===== src/rtl/sample_mem_responder.sv =====
// sample_mem_responder: single-port memory responder with strobe handshake, read latency and periodic refresh
module sample_mem_responder #(
  parameter int ADDR_W = 24,
  parameter int DATA_W = 16,
  parameter int MEM_LAT = 2,
  parameter int WAIT_CYC = 2,
  parameter int REFRESH_PERIOD = 390,
  parameter int REFRESH_CYC = 8
) (
  input  logic              clk50,
  input  logic              rst,
  input  logic              read,
  input  logic              write,
  input  logic [ADDR_W-1:0] raddr,
  input  logic [ADDR_W-1:0] waddr,
  input  logic [DATA_W-1:0] wdata,
  output logic              busy,
  output logic [DATA_W-1:0] rdata,
  output logic              read_ready,
  output logic [ADDR_W-1:0] mem_addr,
  output logic [DATA_W-1:0] mem_wdata,
  output logic              mem_we,
  output logic              mem_re,
  input  logic [DATA_W-1:0] mem_rdata
);
  localparam int MAX_A = MEM_LAT > WAIT_CYC ? MEM_LAT : WAIT_CYC;
  localparam int MAX_B = REFRESH_CYC > REFRESH_PERIOD ? REFRESH_CYC : REFRESH_PERIOD;
  localparam int MAX_V = MAX_A > MAX_B ? MAX_A : MAX_B;
  localparam int CW = $clog2(MAX_V + 1);
  localparam logic [CW-1:0] LAT_END = CW'(MEM_LAT);
  localparam logic [CW-1:0] WR_END = CW'(WAIT_CYC);
  localparam logic [CW-1:0] RF_END = CW'(REFRESH_CYC - 1);
  localparam logic [CW-1:0] RP_END = CW'(REFRESH_PERIOD - 1);

  typedef enum logic [2:0] {IDLE, WR_WAIT, RD_WAIT, HOLD, REFRESH} state_t;

  state_t state, state_nxt;
  logic [CW-1:0] cnt, cnt_nxt, rcnt;
  logic ref_pend, accept_w, accept_r, ref_go, capture;

  // state register with per-state cycle counter
  always_ff @(posedge clk50 or negedge rst) begin
    if (!rst) begin
      state <= IDLE;
      cnt <= '0;
    end else begin
      state <= state_nxt;
      cnt <= cnt_nxt;
    end
  end

  // next state: write beats read beats refresh in IDLE; counter restarts on every state change
  always_comb begin
    state_nxt = accept_w ? WR_WAIT :
                accept_r ? RD_WAIT :
                ref_go ? REFRESH :
                (state == WR_WAIT && cnt == WR_END) || capture ? HOLD :
                (state == HOLD && !read && !write) || (state == REFRESH && cnt == RF_END) ? IDLE :
                state;
    cnt_nxt = state_nxt != state ? '0 : cnt + 1'b1;
  end

  // outputs and decode, strobes fire in the first cycle of their wait state
  always_comb begin
    busy = state != IDLE;
    mem_we = state == WR_WAIT && cnt == '0;
    mem_re = state == RD_WAIT && cnt == '0;
    accept_w = state == IDLE && write;
    accept_r = state == IDLE && !write && read;
    ref_go = state == IDLE && !write && !read && ref_pend;
    capture = state == RD_WAIT && cnt == LAT_END;
  end

  // request latching and read data capture
  always_ff @(posedge clk50 or negedge rst) begin
    if (!rst) begin
      mem_addr <= '0;
      mem_wdata <= '0;
      rdata <= '0;
      read_ready <= 1'b0;
    end else begin
      mem_addr <= accept_w ? waddr : accept_r ? raddr : mem_addr;
      mem_wdata <= accept_w ? wdata : mem_wdata;
      rdata <= capture ? mem_rdata : rdata;
      read_ready <= capture;
    end
  end

  // free-running refresh timer; a wrap is remembered in one sticky bit
  always_ff @(posedge clk50 or negedge rst) begin
    if (!rst) begin
      rcnt <= '0;
      ref_pend <= 1'b0;
    end else begin
      rcnt <= rcnt == RP_END ? '0 : rcnt + 1'b1;
      ref_pend <= (rcnt == RP_END) | (ref_pend & !ref_go);
    end
  end
endmodule


===== config.mk =====
export PLATFORM = sky130hd
export DESIGN_NAME = sample_mem_responder
export DESIGN_NICKNAME = d
export VERILOG_FILES = /design/src/rtl/sample_mem_responder.sv
export SDC_FILE = /design/constraint.sdc
export NUM_CORES = 1
export LEC_CHECK = 0
export BUFFER_PORTS_ARGS = -buffer_cell sky130_fd_sc_hd__buf_2
export CAP_MARGIN = 20
export CORE_MARGIN = 5
export CORE_UTILIZATION = 25
export DETAILED_ROUTE_END_ITERATION = 12
export PLACE_DENSITY_LB_ADDON = 0.3
export REMOVE_ABC_BUFFERS = 1
export SLEW_MARGIN = 20
export SYNTH_ARGS = -nofsm -noshare
export SYNTH_HDL_FRONTEND = slang
export SYNTH_SLANG_ARGS = --single-unit
export TNS_END_PERCENT = 30

===== constraint.sdc =====
create_clock -name clk50 -period 5.4 [get_ports clk50]
set_clock_uncertainty 0.15 [all_clocks]
set_input_delay 0.27 -clock clk50 [delete_from_list [all_inputs] [get_ports clk50]]
set_output_delay 0.27 -clock clk50 [all_outputs]
set_load 0.05 [all_outputs]

==> results of run 1 <==
==> path summary, 6_finish.rpt <==
check	from	cells past startpoint	end	slack, ns
min in group asynchronous	rst	2	mem_wdata[14]$_DFFE_PN0P_	0.38
setup / recovery	cnt[3]$_DFF_PN0_	5	mem_we	2.97
hold / removal	waddr[6]	3	mem_addr[6]$_DFFE_PN0P_	0.01
setup reg to reg	state[1]$_DFF_PN0_	4	mem_wdata[1]$_DFFE_PN0P_	3.23
hold reg to reg	rcnt[5]$_DFF_PN0_	1	rcnt[5]$_DFF_PN0_	0.34
max in group asynchronous	rst	2	mem_addr[7]$_DFFE_PN0P_	4.20
==> worst max-delay path, stage by stage, from the launching register on <==
cell     delay, ns
dfrtp_1       0.45
nor4_4        0.36
and2_1        0.24
nand3_1       0.11
nor3b_1       0.22
buf_2         0.30
==> synth_stat cells, types with 2 or more instances <==
cell / number
a211oi_1: 3
and2_1: 2
and3_1: 2
buf_2: 5
buf_4: 5
dfrtp_1: 79
ha_1: 5
inv_1: 5
mux2_2: 24
mux2_4: 8
mux2i_1: 24
nand2_1: 32
nand3_1: 8
nand4_1: 3
nor2_1: 13
nor2b_1: 3
nor3_1: 9
nor3b_1: 2
nor4_1: 3
o21ai_0: 24
xnor2_1: 8
xor2_1: 6
==> metrics by stage <==
stage | util [%] | hold slack (ns) | instances | power, mW | cell area [µm²]
after floorplan | - | -0.176 | 278 | 2.07 | 3470
after global placement | 31.9 | 0.332 | 603 | 2.43 | 4430
after detailed placement | 31.9 | 0.332 | 603 | 2.45 | 4430
after CTS | 35.5 | 0.000552 | 637 | 3.12 | 4930
after global routing | 35.5 | 0.00156 | 637 | 3.24 | 4930
final | 35.5 | 0.0122 | 637 | 3.07 | 4930
==> kinds of logic after synthesis <==
logic type      synth area share [%]
buf+inv                         2.72
compound gates                  5.26
fa+ha+maj                       1.76
xor+xnor                        3.46
flops                           55.8
simple gates                    13.3
mux                             17.8
==> layout make-up <==
cell class / instances / share of cell area (%)
clock buffer: 11 / 4.72
clock inverter: 5 / 1.67
inverter: 5 / 0.380
multi-input combinational: 194 / 30.0
sequential: 79 / 40.1
tap: 180 / 4.57
timing repair buffer: 163 / 18.6
==> layer usage <==
metal	GRT usage, %	share of wire (%)
met5	0	0
met4	3.21	0.98
met3	4.12	8.1
met2	17.7	51
met1	12.3	40
==> power by group through the flow <==
stage	Sequential [mW]	Clock [mW]	Combinational, mW
after floorplan	1.68	0	0.386
after global placement	0.963	0	1.47
after detailed placement	0.972	0	1.48
after CTS	0.963	0.666	1.49
after global routing	0.991	0.692	1.55
final	0.960	0.639	1.47
==> flip-flops by register name, summed over array words and instances (netlist names) <==
signal / flops
read_ready: 1
rcnt: 9
rdata: 16
mem_addr: 24
state: 3
cnt: 9
mem_wdata: 16
ref_pend: 1
==> what timing repair did <==
item	CTS	global route
hold buffers	18	0
endpoints found under the hold margin	20	0
endpoints found under the setup margin	0	0
==> key figures, run 1 <==
Synthesis
  – EDFF count, synth: 0
  – Mapped cell area: 3550 µm²
  – Synth cell types: 39
  – Cell taking the most area after synthesis: dfrtp_1
  – Synth Instances: 290
  – Yosys warning total: 0
  – Area contributors post-synth: dfrtp_1 56%, mux2_2 7.6%, mux2i_1 6.8%
  – Register area share after synthesis: 55.8%
  – Yosys top cell area share: 55.8%
  – FF+latch count, synth: 79
  – Async S/R FF share, synth: 100%
  – Commonest register cell after synthesis: dfrtp_1
  – Avg Inst Size Synth: 12.2 µm²

Final layout
  – Post-layout nets: 541
  – Layout cells sized above 1: 43.3%
  – Area growth syn-to-layout: 39.1%
  – Sequential Area: 1980 µm²
  – Commonest non-fill, non-tap cells in the layout: 142 x buf_2, 79 x dfrtp_1, 32 x nand2_1
  – Commonest non-fill, non-tap cell in the layout: buf_2
  – # fillers: 1373
  – # diodes: 0
  – Multi-input gate area: 1480 µm²

Routing
  – Via/cell ratio: 4.34
  – Via count: 2767
  – Wire per inst: 13.6 µm
  – Drt total wl: 8650 µm
  – Final antenna-violating net count: 0
  – # DRC: 0
  – DR iter-0 viols: 149
  – First drt pass iteration count: 4

Pwr
  – Comb pwr share: 47.9%
  – Peak supply drop: 0.164 mV
  – Switch Pwr: 1.43 mW
  – Cell internal pwr: 1.64 mW
  – Leak Pwr: 2.49 nW
  – Sw frac: 46.5%
  – Clock Power Share: 20.8%
  – Pwr/cell area: 622 nW/µm²
  – Seq pwr share: 31.3%

Floorplanning
  – Die W: 129 µm
  – # IOs: 144
  – Initial Util: 25.5%
  – Core Area: 13900 µm²
  – Die height: 129 µm
  – Row Count: 43
  – DIE AREA: 16700 µm²

Clock network
  – Htree depth: 3
  – Clock Pin Slew Worst Setup and Hold Paths: 0.06 ns
  – CTS buffer count: 9
  – CTS tree: built
  – Clock Tree Buf Depth: 2
  – Clk sink count: 79
  – Post-CTS setup repair buffer count: 0
  – Clk_lat worst skew: 0.33 ns
  – CTS root buffer: clkbuf_16
  – Post-CTS sizing: 0

Timing
  – Setup TNS: 0 ns
  – Min setup slack post-route: 2.97 ns
  – Max Fclk: 0.412 GHz
  – Tcrit/Tclk final: 45.0%
  – Actual slew at the worst max-slew pin: 0.722 ns
  – RSZ-0062 raised after global routing: no
  – Final Slew Violations: 0
  – Worst rel slew slack: 51.8%
  – Final hold vios: 0
  – Endpoints failing setup: 0
  – Minimum clock period: 2.43 ns

Global route
  – Vias in the first global route: 2849
  – Global-route wire length before repair: 14000 µm
  – Largest net degree at the start of global routing: 80
  – Antenna violations before repair: 0
  – Grt ovf: 0
  – GR Util All Layers: 10.5%

Setup path
  – Critical-path maximum fanout: 6
  – CP Class: reg -> out
  – CP endpoint kind: output pin
  – Crit start category: register
  – Worst EP required: 4.98 ns
  – Crit path arrival time: 2.01 ns

Outcome
  – Status: finished, final reports clean

Place
  – Detail Placement HPWL: 6340 µm
  – Port buffer count: 143
  – Pre-CTS setup slack: 3.21 ns
  – Final GP Congestion: 0.754

Hold path
  – Hold crit path type: in -> reg

Run
  – Max-cap viol count: 0
Power figures use the tool's default switching activity.
==> run 2: changes to the inputs <==
- clock period: 5.4 -> 2.3 ns (I/O delays scaled with it)
==> run 2 against run 1 <==
  * First-iteration DRC count decreased by 21%
  * Non-clock buffer count increased by 68
  * Design area increased by 13%
  * Cell count increased by 11%
  * Critical path type unchanged
==> key figures, run 2 (same netlist as run 1, synthesis figures left out) <==
Final layout
  – Max reg flops: 24 (unchanged)
  – # diodes: 0 (unchanged)
  – Commonest non-fill, non-tap cell in the layout: buf_2
  – Largest regs: mem_addr: 24 flops, mem_wdata: 16 flops, rdata: 16 flops
  – Commonest non-fill, non-tap cells in the layout: 140 x buf_2, 81 x dlygate4sd3_1, 79 x dfrtp_1
  – Final non-filler cell total: 705 (+11%)
  – Post-layout nets: 609 (+13%)
  – Design area: 5580 µm² (+13%)
  – Layout cells sized above 1: 39.0% (-4.3 points)
  – Area growth syn-to-layout: 57.5%
  – Reg with most FFs: mem_addr

Hold path
  – Hold Crit Endpoint: ref_pend$_DFF_PN0_
  – Min-Delay Path Depth: 4 (+1)
  – Hold crit path type: in -> reg
  – Hold Crit Start: read

Timing
  – Actual slew at the worst max-slew pin: 0.484 ns (-0.237 ns)
  – Endpoints failing setup: 0 (unchanged)
  – Setup TNS: 0 ns (unchanged)
  – Tcrit/Tclk final: 91.2%
  – Final Slew Violations: 0 (unchanged)
  – RSZ-0062 raised after global routing: no
  – Final hold vios: 0 (unchanged)
  – Max Fclk: 0.477 GHz
  – Worst rel slew slack: 67.7% (+16 points)
  – Minimum clock period: 2.10 ns

Global route
  – Grt ovf: 0 (unchanged)
  – Global-route wire length before repair: 15900 µm (+14%)
  – Antenna violations before repair: 0 (unchanged)
  – Largest net degree at the start of global routing: 53 (-34%)
  – GR Util All Layers: 11.9% (+1.4 points)
  – Vias in the first global route: 3244 (+14%)

Setup path
  – Delay-heaviest family, CP: simple AND/OR/NAND/NOR gates
  – Crit path arrival time: 1.83 ns (-0.18 ns)
  – RR Startpoint: cnt[0]$_DFF_PN0_
  – Slowest cell on crit path: dfrtp_1
  – CP Class: reg -> out
  – Buf/Inv on CP: 1 (unchanged)
  – CP endpoint kind: output pin
  – R2r worst-path depth: 5 (+1)
  – FF-to-FF setup slack: 0.24 ns (-2.99 ns)
  – RR Endpoint: rdata[9]$_DFFE_PN0P_
  – CP max stage delay: 0.45 ns (about the same)
  – Worst EP required: 2.04 ns (-2.94 ns)
  – Worst setup path startpoint: cnt[4]$_DFF_PN0_
  – Critical-path maximum fanout: 5 (-1)
  – Critical-path cell list: nor4_4 -> and2_4 -> nand3_1 -> nor3b_1 -> buf_4
  – Crit start category: register

Floorplanning
  – Core Area: 13900 µm² (unchanged)
  – Die height: 129 µm (unchanged)
  – Row Count: 43 (unchanged)
  – Die W: 129 µm (unchanged)
  – # IOs: 144 (unchanged)
  – DIE AREA: 16700 µm² (unchanged)
  – Initial Util: 25.5% (unchanged)

Clock network
  – CTS root buffer: clkbuf_16
  – CTS tree: built
  – Clock Tree Buf Depth: 2 (unchanged)
  – Htree depth: 3 (unchanged)
  – Clk sink count: 79 (unchanged)
  – Clk_lat worst skew: 0.33 ns (about the same)
  – Clock Pin Slew Worst Setup and Hold Paths: 0.06 ns (about the same)
  – CTS buffer count: 9 (unchanged)

Routing
  – Final antenna-violating net count: 0 (unchanged)
  – DR iter-0 viols: 117 (-21%)
  – First drt pass iteration count: 4 (unchanged)
  – Drt total wl: 9920 µm (+15%)
  – Via count: 3048 (+10%)
  – # DRC: 0 (unchanged)
  – Wire per inst: 14.1 µm (+3.7%)
  – Via/cell ratio: 4.32 (-0.47%)

Place
  – Placed cell count: 607 (+0.66%)
  – Final GP Congestion: 0.775 (+2.8%)
  – Placed instance area: 4480 µm² (+1.1%)
  – Port buffer count: 143 (unchanged)
  – Detail Placement HPWL: 6570 µm (+3.7%)

Pwr
  – Leak Pwr: 2.77 nW (+11%)
  – Pwr/cell area: 1280 nW/µm² (+110%)
  – Overall power: 7.17 mW (+130%)
  – Peak supply drop: 0.465 mV (+180%)

Outcome
  – Status: finished, final reports clean

Run
  – Max-cap viol count: 0 (unchanged)
[run 2: routing by layer]
layer  up-vias  GRT usage [%]  wire length [µm]
li1       1475              -                 -
met5         -              0                 0
met3        20           2.84               619
met4         0           5.81               265
met1      1459           13.4              3980
met2        94           21.0              5060
[run 2: area by class of cell]
class / count / area, µm²
Fill cell: 1291 / 8300
Sequential cell: 79 / 1980
Timing Repair Buffer: 231 / 1610
Multi-Input combinational cell: 194 / 1480
Clock buffer: 10 / 239
Tap cell: 180 / 225
Clock inverter: 6 / 36.3
Inverter: 5 / 18.8
[run 2: worst min-delay path, cell delays in order]
cell and delay (ns):
buf_2 0.14, nor2_1 0.07, nand2_1 0.06, a21o_1 0.10
[run 2: worst max-delay path by stage]
stage	to	slack (ns)	depth (start not counted)
5_1_grt	mem_we	0.05	5
3_5_place_dp	rdata[12]$_DFFE_PN0P_	0.23	5
2_1_floorplan	mem_wdata[0]$_DFFE_PN0P_	-0.26	3
6_report	mem_we	0.20	5
4_1_cts	mem_re	0.004	5
3_3_place_gp	rdata[8]$_DFFE_PN0P_	0.36	5
[run 2: where the power goes]
| part | internal (mW) | switching [mW] |
|---|---|---|
| Combinational | 1.08 | 2.52 |
| Sequential | 1.93 | 0.349 |
| Clock | 0.753 | 0.546 |
| Total | 3.76 | 3.41 |
[run 2: repair_timing]
item	CTS	global route
setup endpoints to repair	1	2
resized for setup	1	3
hold buffers	81	0
endpoints found under the hold margin	91	0
pin swaps	0	1
setup buffers	0	1
[run 2: metrics by stage]
step / hold slack [ns] / setup WS, ns / util (%)
finish: 0.0437 / 0.203 / 40.2
global route: 0.0785 / 0.0482 / 40.2
CTS: 0.0408 / 0.00389 / 40.1
detailed placement: -0.0430 / 0.226 / 32.3
global placement: -0.0456 / 0.363 / 32.3
floorplan: -0.331 / -0.260 / -
